File: src/rtl/seq_muldiv32.sv
// seq_muldiv32: iterative shift-add multiply / restoring divide with start/busy/done handshake.
// Define MULDIV_SIGNED_EN to add the sgn port for two's-complement operation.
module seq_muldiv32 #(
  parameter int WIDTH = 32,
  parameter int CW = 6
) (
  input  logic             clk,
  input  logic             rst_n,
  input  logic [WIDTH-1:0] X,
  input  logic [WIDTH-1:0] Y,
  input  logic             op,
  input  logic             start,
`ifdef MULDIV_SIGNED_EN
  input  logic             sgn,
`endif
  output logic             busy,
  output logic             done,
  output logic             div0,
  output logic [WIDTH-1:0] hi,
  output logic [WIDTH-1:0] lo
);
  typedef enum logic [1:0] {IDLE, RUN, DONE, HOLD} state_t;
  state_t state, state_nxt;
  logic [CW-1:0] cnt;
  logic [WIDTH-1:0] m_q, xa, yb, it_hi, it_lo, fin_hi, fin_lo;
  logic op_q, neg_hi, neg_lo, sx, sy, accept, dz;
  logic [WIDTH:0] sum, shl;
  logic [WIDTH+1:0] diff;
  logic [2*WIDTH-1:0] prod_neg;
`ifdef MULDIV_SIGNED_EN
  assign sx = sgn & X[WIDTH-1];
  assign sy = sgn & Y[WIDTH-1];
`else
  assign sx = 1'b0;
  assign sy = 1'b0;
`endif
  assign xa = sx ? -X : X;
  assign yb = sy ? -Y : Y;
  assign accept = start && (state == IDLE || state == HOLD);
  assign dz = op && Y == '0;
  always_ff @(posedge clk)
    if (!rst_n) state <= IDLE;
    else state <= state_nxt;
  always_comb begin
    state_nxt = state;
    state_nxt = accept ? (dz ? DONE : RUN) :
                state == RUN ? (cnt == '0 ? DONE : RUN) :
                state == DONE ? HOLD : state;
  end
  // One iteration of either algorithm; the last one also applies the sign fix-up.
  always_comb begin
    sum = {1'b0, hi} + {1'b0, (lo[0] ? m_q : '0)};
    shl = {hi, lo[WIDTH-1]};
    diff = {1'b0, shl} - {2'b0, m_q};
    it_hi = op_q ? (diff[WIDTH+1] ? shl[WIDTH-1:0] : diff[WIDTH-1:0]) : sum[WIDTH:1];
    it_lo = op_q ? {lo[WIDTH-2:0], ~diff[WIDTH+1]} : {sum[0], lo[WIDTH-1:1]};
    prod_neg = -{it_hi, it_lo};
    fin_hi = op_q ? (neg_hi ? -it_hi : it_hi) : (neg_lo ? prod_neg[2*WIDTH-1:WIDTH] : it_hi);
    fin_lo = neg_lo ? (op_q ? -it_lo : prod_neg[WIDTH-1:0]) : it_lo;
  end
  always_ff @(posedge clk)
    if (!rst_n) begin
      busy <= 1'b0;
      done <= 1'b0;
      div0 <= 1'b0;
      hi <= '0;
      lo <= '0;
      cnt <= '0;
      m_q <= '0;
      op_q <= 1'b0;
      neg_hi <= 1'b0;
      neg_lo <= 1'b0;
    end else begin
      busy <= state == RUN;
      done <= state == DONE;
      if (accept) begin
        op_q <= op;
        div0 <= dz;
        cnt <= CW'(WIDTH - 1);
        m_q <= op ? yb : xa;
        hi <= dz ? X : '0;
        lo <= dz ? '1 : op ? xa : yb;
        neg_hi <= sx;
        neg_lo <= sx ^ sy;
      end else if (state == RUN) begin
        cnt <= cnt - CW'(1);
        hi <= cnt == '0 ? fin_hi : it_hi;
        lo <= cnt == '0 ? fin_lo : it_lo;
      end
    end
endmodule

File: config.mk
export PLATFORM = sky130hd
export DESIGN_NAME = seq_muldiv32
export DESIGN_NICKNAME = d
export VERILOG_FILES = /design/src/rtl/seq_muldiv32.sv
export SDC_FILE = /design/constraint.sdc
export NUM_CORES = 1
export LEC_CHECK = 0
export ABC_AREA = 1
export ABC_CLOCK_PERIOD_IN_PS = 2300
export CAP_MARGIN = 20
export CORE_AREA = 3 3 125 175
export DETAILED_ROUTE_END_ITERATION = 8
export DIE_AREA = 0 0 128 178
export GPL_TIMING_DRIVEN = 0
export PLACE_DENSITY = 0.86
export SLEW_MARGIN = 20
export SYNTH_ARGS = -nofsm -noshare
export SYNTH_HDL_FRONTEND = slang
export SYNTH_SLANG_ARGS = --single-unit
export TNS_END_PERCENT = 5
File: constraint.sdc
create_clock -name clk -period 2.3 [get_ports clk]
set_input_delay 0.345 -clock clk [delete_from_list [all_inputs] [get_ports clk]]
set_output_delay 0.345 -clock clk [all_outputs]
set_load 0.01 [all_outputs]
---- Word level (Yosys, flattened, before mapping) ----
Index checks and enable logic that the tools add are counted.
Widths: inputs -> output; s select.
cells by class
  multiplexer cells ....................... 19
  reduce and logical (&&, ||, !) cells .... 9
  bitwise gates (word level) .............. 2
  equal/unequal tests ..................... 3
  $add $sub $neg .......................... 3
operators with widths
  kind                 number
  $mux 32              12
  $sub 33x32->34       1
  $add 32x32->33       1
  $logic_not 32->1     1
  $mux 2               5
  $mux 5               2
  $logic_not 6->1      1
  $sub 6x1->6 const B  1
  $eq 2x2->1 const B   2
  $reduce_bool 3->1    1
  $eq 2x1->1 const B   1
  $logic_and 1x1->1    2
  $logic_not 2->1      1
  $not 1->1            2
  $reduce_bool 2->1    1
  $reduce_or 2->1      1
  $logic_or 1x1->1     1
word-level totals
  input port bits ......................... 68
  flip-flop bits (word level) ............. 108
  output and inout port bits .............. 67

---- Depth between registers and ports, before layout ----
  depth in word-level cells ............... 5
  depth in mapped cells ................... 19
  mapped depth without buffers ............ 18

---- Least setup slack after synthesis ----
No wires, ideal clock.
  kind .................................... register to register
  start point ............................. register lo[0]
  end point ............................... register hi[12]
  required time ........................... 2,183 ps
  path buffers ............................ 2
  arrival ................................. 2,282 ps
  library setup time ...................... 117 ps
  slack ................................... -99 ps
  period minus slack after synthesis ...... 2,399 ps
  stages on the path, launching flop included .. 15
  cells stage by stage .................... dfxtp_1 -> clkbuf_1 -> clkbuf_1 -> nand2_1 -> inv_1 -> ha_1 -> a21oi_1 -> o21ai_0 -> a21oi_1 -> nand2_1 -> or2_2 -> nand3_1 -> nand2_1 -> nor2_1 -> nor2_1
on the way
  longest elaborated chain between the ends .. 5
ends and longest elaborated chain
  what                    RTL line  text
  from (decl)             20        output logic [WIDTH-1:0] lo
  from (signal assigned)  82        lo <= dz ? '1 : op ? xa : yb;
  from (signal assigned)  88        lo <= cnt == '0 ? fin_lo : it_lo;
  $mux 32                 52        sum = {1'b0, hi} + {1'b0, (lo[0] ? m_q : '0)};
  $add 32x32->33          52
  $mux 32                 55        it_hi = op_q ? (diff[WIDTH+1] ? shl[WIDTH-1:0] : diff[WIDTH-1:0]) : sum[WIDTH:1];
  $mux 32                 85        end else if (state == RUN) begin
  $mux 32                 76        if (accept) begin
  to (signal assigned)    81        hi <= dz ? X : '0;
  to (signal assigned)    87        hi <= cnt == '0 ? fin_hi : it_hi;
  to (decl)               19        output logic [WIDTH-1:0] hi,
No other way between the ends. The select of a mux whose other input is x is not followed.
A chain may end at the register's enable or synchronous reset.

---- Worst setup path in the final report ----
  start point ............................. register lo[0]
  end point ............................... register hi[19]
Same word-level chain as after synthesis.

==> results.txt <==
----------------------------------------------------
[Min path]
  Hold path cells ... 2
  Classification of the worst-slack hold path ... flip-flop to flip-flop
  Terminating pin of the worst hold path ... cnt[4]
  Start point of the worst hold path ... cnt[4]

[Pwr]
  Switching share of total power ... 55.4%
  Part of the power in the clock network ... 7.0%
  Part of the total power dissipated in combinational logic ... 76.1%
  Design internal power ... 10.4 mW
  Static Leakage ... 6.81 nW
  NetSw ... 13.0 mW
  Sequential Power Share ... 16.9%
  Pwr per Cell Area ... 1630 nW/um2
  Largest vdd supply drop ... 1.01 mV

[STA]
  Rel. slew slack ... 46.7%
  Timing-limited maximum frequency ... 381 MHz
  Minimum clock period after layout ... 2.63 ns
  Worst Setup Slack, final ... -0.328 ns
  Fraction of the cycle the final worst path needs ... 114%
  Final setup skew ... 0.00758 ns
  Post-route worst hold slack ... 0.506 ns
  Unrepaired setup endpoints after global routing ... yes
  Pin slew with the least headroom to its limit ... 0.800 ns
  Number of pins exceeding their max-slew limit in the final report ... 0
  Count of final setup violators ... 25
  Final Hold Viols ... 0

[Drt]
  Via density per instance ... 6.02
  Average detailed-routed wire length per instance ... 21.3 um
  DRT iter0 DRCs ... 1189
  DR pass1 iterations ... 6
  DR vias ... 13600
  Post-detailed-route count of antenna-violating nets ... 0
  # DRC ... 0
  Routed wire length ... 48.3 mm

[Logic synthesis]
  Post-synth cell types ... 43
  Number of register bits inferred by synthesis ... 108
  Most used flip-flop cell after synthesis ... sky130_fd_sc_hd__dfxtp_1
  Gate count after technology mapping ... 1814
  Synthesized area divided by synthesized cell count ... 5.80 um2
  Synthesis Warnings ... 0
  Cell area after synthesis ... 10500 um2
  Share of synthesized area occupied by flip-flops and latches ... 20.5%
  Number of enable-type register cells in the synthesized netlist ... 0
  Ys async rst share ... 0%
  Total nets after synthesis ... 1951

[Clock tree]
  CTS sink cnt ... 108
  Clk pin slew, worst setup/hold paths ... 0.07 ns
  H-tree depth reported by CTS ... 3
  Clk Latency, worst-skew pair ... 0.38 ns
  Clock buffer count from CTS ... 9
  Root buf cell ... sky130_fd_sc_hd__clkbuf_16
  TritonCTS clock tree ... built
  Largest buffer count on any clock path ... 2

[Critical path]
  Reg-to-Reg Start ... lo[0]
  Data required, critical path ... 2.56 ns
  R2R depth ... 15
  Slack of the worst reg-to-reg path ... -0.33 ns
  Arr. time, crit path ... 2.89 ns
  RR Endpoint ... hi[19]
  Critical path class ... flip-flop to flip-flop
  Capturing element type of the critical path ... flip-flop
  Type of origin of the critical path ... flip-flop
  Setup crit start ... lo[0]
  Top fanout value on the critical path ... 10

[Die]
  Die H ... 178 um
  Area of the die ... 22800 um2
  Chip Width ... 128 um
  Top Ports ... 135
  Std-Cell Core Area ... 20500 um2
  Initial Util ... 51.4%
  Total number of placement rows ... 62

[Place]
  PortBufs ... 133
  Weighted congestion at the end of routability-driven global placement ... 0.995
  Detailed placer's ending HPWL ... 36.8 mm
  Placed Area ... 12200 um2

[Global route]
  Pin count of the biggest net entering global routing ... 16
  Number of antenna violations at the first check in global routing ... 0
  GRT Residual Overflow ... 0
  Total Routing Usage GR ... 40.9%
  First-pass GRT wire length ... 71.6 mm
  Vias in the first global route ... 13100

[Final layout]
  Number of inserted filler cells in the final layout ... 1825
  Number of nets in the layout ... 2141
  Area grow syn2layout ... 36.6%
  Antenna Diode Count ... 0
  Layout cells sized above 1 ... 18.2%
  Finished Cell Area ... 14400 um2

[Run status]
  Status ... finished, violations left
  Failing checks ... setup timing

[Run]
  Max-cap violations ... 0

----------------------------------------------------
-- stage by stage --
step           setup slack (ns)  cells  TNS [ns]  utilization [%]  power [mW]
3_5_place_dp             -0.822   2203    -47.45             59.5        18.2
5_1_grt                  -0.400   2263     -6.27             70.2        25.0
2_1_floorplan            0.0587   1814         0                -        13.0
6_report                 -0.328   2263     -2.38             70.2        23.4
4_1_cts                  -0.105   2245     -1.69             67.4        21.8
3_3_place_gp             -0.855   2203    -44.51             59.5        18.1
-- state kept, by name (all words and copies together), names as in the netlist --
signal / flops
op_q: 1
m_q: 32
busy: 1
div0: 1
done: 1
lo: 32
hi: 32
state: 2
cnt: 6
-- critical path: stages (launching register included) --
cell and delay, ns:
sky130_fd_sc_hd__dfxtp_4 0.41, sky130_fd_sc_hd__buf_8 0.16, sky130_fd_sc_hd__nand2_1 0.08, sky130_fd_sc_hd__inv_1 0.07
sky130_fd_sc_hd__ha_4 0.30, sky130_fd_sc_hd__nand2_4 0.08, sky130_fd_sc_hd__nor2_4 0.12, sky130_fd_sc_hd__inv_2 0.07
sky130_fd_sc_hd__nor2_4 0.14, sky130_fd_sc_hd__nand4_1 0.32, sky130_fd_sc_hd__nand4_1 0.35, sky130_fd_sc_hd__nand3_1 0.12
sky130_fd_sc_hd__nand2_1 0.09, sky130_fd_sc_hd__inv_1 0.05, sky130_fd_sc_hd__nand2_1 0.06, sky130_fd_sc_hd__a21oi_1 0.06
-- cells in the final DEF, fill, tap and decap left out, drive strengths merged --
cell / instances
clkbuf: 61
a211oi: 1
dfxtp: 108
fa: 2
nand2b: 1
a21oi: 133
xnor2: 9
inv: 267
or2: 11
bufinv: 1
xor2: 9
a21o: 3
buf: 64
o31ai: 1
a31oi: 3
nor4: 5
nor3b: 1
mux2i: 33
o21ai: 167
nand4: 38
clkdlybuf4s50: 132
o211ai: 3
ha: 67
o21bai: 6
o21a: 7
nand3b: 15
o22ai: 33
nand3: 127
dlymetal6s2s: 1
nand2: 501
nor2: 165
o221ai: 11
nor3: 14
clkinv: 3
and2: 4
-- cell families after synthesis --
group,count (synthesis),share of synthesized area (%)
compound gates,368,18.8
xor+xnor,18,1.50
fa+ha+maj,69,8.35
buf+inv,336,12.1
flops,108,20.5
mux,33,3.14
simple gates,882,35.5
-- cell type report --
cell class	count	area (um2)	area share, %
buffer	66	372	2.59
clock buffer	12	256	1.78
clock inverter	2	35.0	0.244
inverter	269	1010	7.06
multi-input combinational	1370	8440	58.7
sequential	108	2220	15.5
tap	256	320	2.23
timing repair buffer	180	1710	11.9
-- synth_stat cells (6+ instances only) --
| library cell | number | share of area, % |
|---|---|---|
| sky130_fd_sc_hd__xnor2_1 | 9 | 0.75 |
| sky130_fd_sc_hd__nand2_1 | 498 | 18 |
| sky130_fd_sc_hd__mux2i_1 | 33 | 3.1 |
| sky130_fd_sc_hd__nand3b_1 | 15 | 1.1 |
| sky130_fd_sc_hd__xor2_1 | 9 | 0.75 |
| sky130_fd_sc_hd__o21a_1 | 7 | 0.50 |
| sky130_fd_sc_hd__ha_1 | 67 | 8.0 |
| sky130_fd_sc_hd__inv_1 | 250 | 8.9 |
| sky130_fd_sc_hd__o21bai_1 | 6 | 0.43 |
| sky130_fd_sc_hd__o21ai_1 | 51 | 2.4 |
| sky130_fd_sc_hd__nand4_1 | 38 | 2.3 |
| sky130_fd_sc_hd__clkbuf_1 | 51 | 1.8 |
| sky130_fd_sc_hd__or2_1 | 7 | 0.42 |
| sky130_fd_sc_hd__dfxtp_1 | 108 | 21 |
| sky130_fd_sc_hd__inv_2 | 17 | 0.61 |
| sky130_fd_sc_hd__a21oi_1 | 133 | 6.3 |
| sky130_fd_sc_hd__buf_2 | 6 | 0.29 |
| sky130_fd_sc_hd__nor3_1 | 14 | 0.67 |
| sky130_fd_sc_hd__o21ai_0 | 116 | 5.5 |
| sky130_fd_sc_hd__buf_1 | 9 | 0.32 |
| sky130_fd_sc_hd__o22ai_1 | 33 | 2.0 |
| sky130_fd_sc_hd__o221ai_1 | 11 | 0.92 |
| sky130_fd_sc_hd__nand3_1 | 127 | 6.0 |
| sky130_fd_sc_hd__nor2_1 | 163 | 5.8 |
-- power by group through the flow --
stage | sequential (mW) | combinational [mW] | clock (mW)
final | 3.96 | 17.8 | 1.64
after global routing | 4.02 | 19.3 | 1.69
after CTS | 3.78 | 16.4 | 1.64
after detailed placement | 3.61 | 14.6 | 0
after global placement | 3.61 | 14.5 | 0
after floorplan | 3.51 | 9.49 | 0
-- repair_timing --
item	CTS	global route
buffers inserted	28	18
pin swaps	45	45
gates cloned	0	1
hold buffers	0	0
resized for setup	265	120
endpoints found under the setup margin	95	94
-- metal layers --
layer / vias up / wire length (um) / track usage (%)
li1: 6329 / - / -
met1: 6281 / 17300 / 46.7
met2: 789 / 22800 / 68.5
met3: 221 / 4380 / 7.85
met4: 0 / 3860 / 27.8
met5: - / 0 / 0
-- worst max path at each step --
stage                     endpoint  slack, ns  depth (start not counted)
after floorplan             hi[12]       0.06                         14
after global placement      hi[29]      -0.85                         17
after detailed placement    hi[29]      -0.82                         16
after CTS                   hi[27]      -0.11                         18
after global routing        hi[19]      -0.40                         15
final                       hi[19]      -0.33                         15
Power figures use the tool's default switching activity.
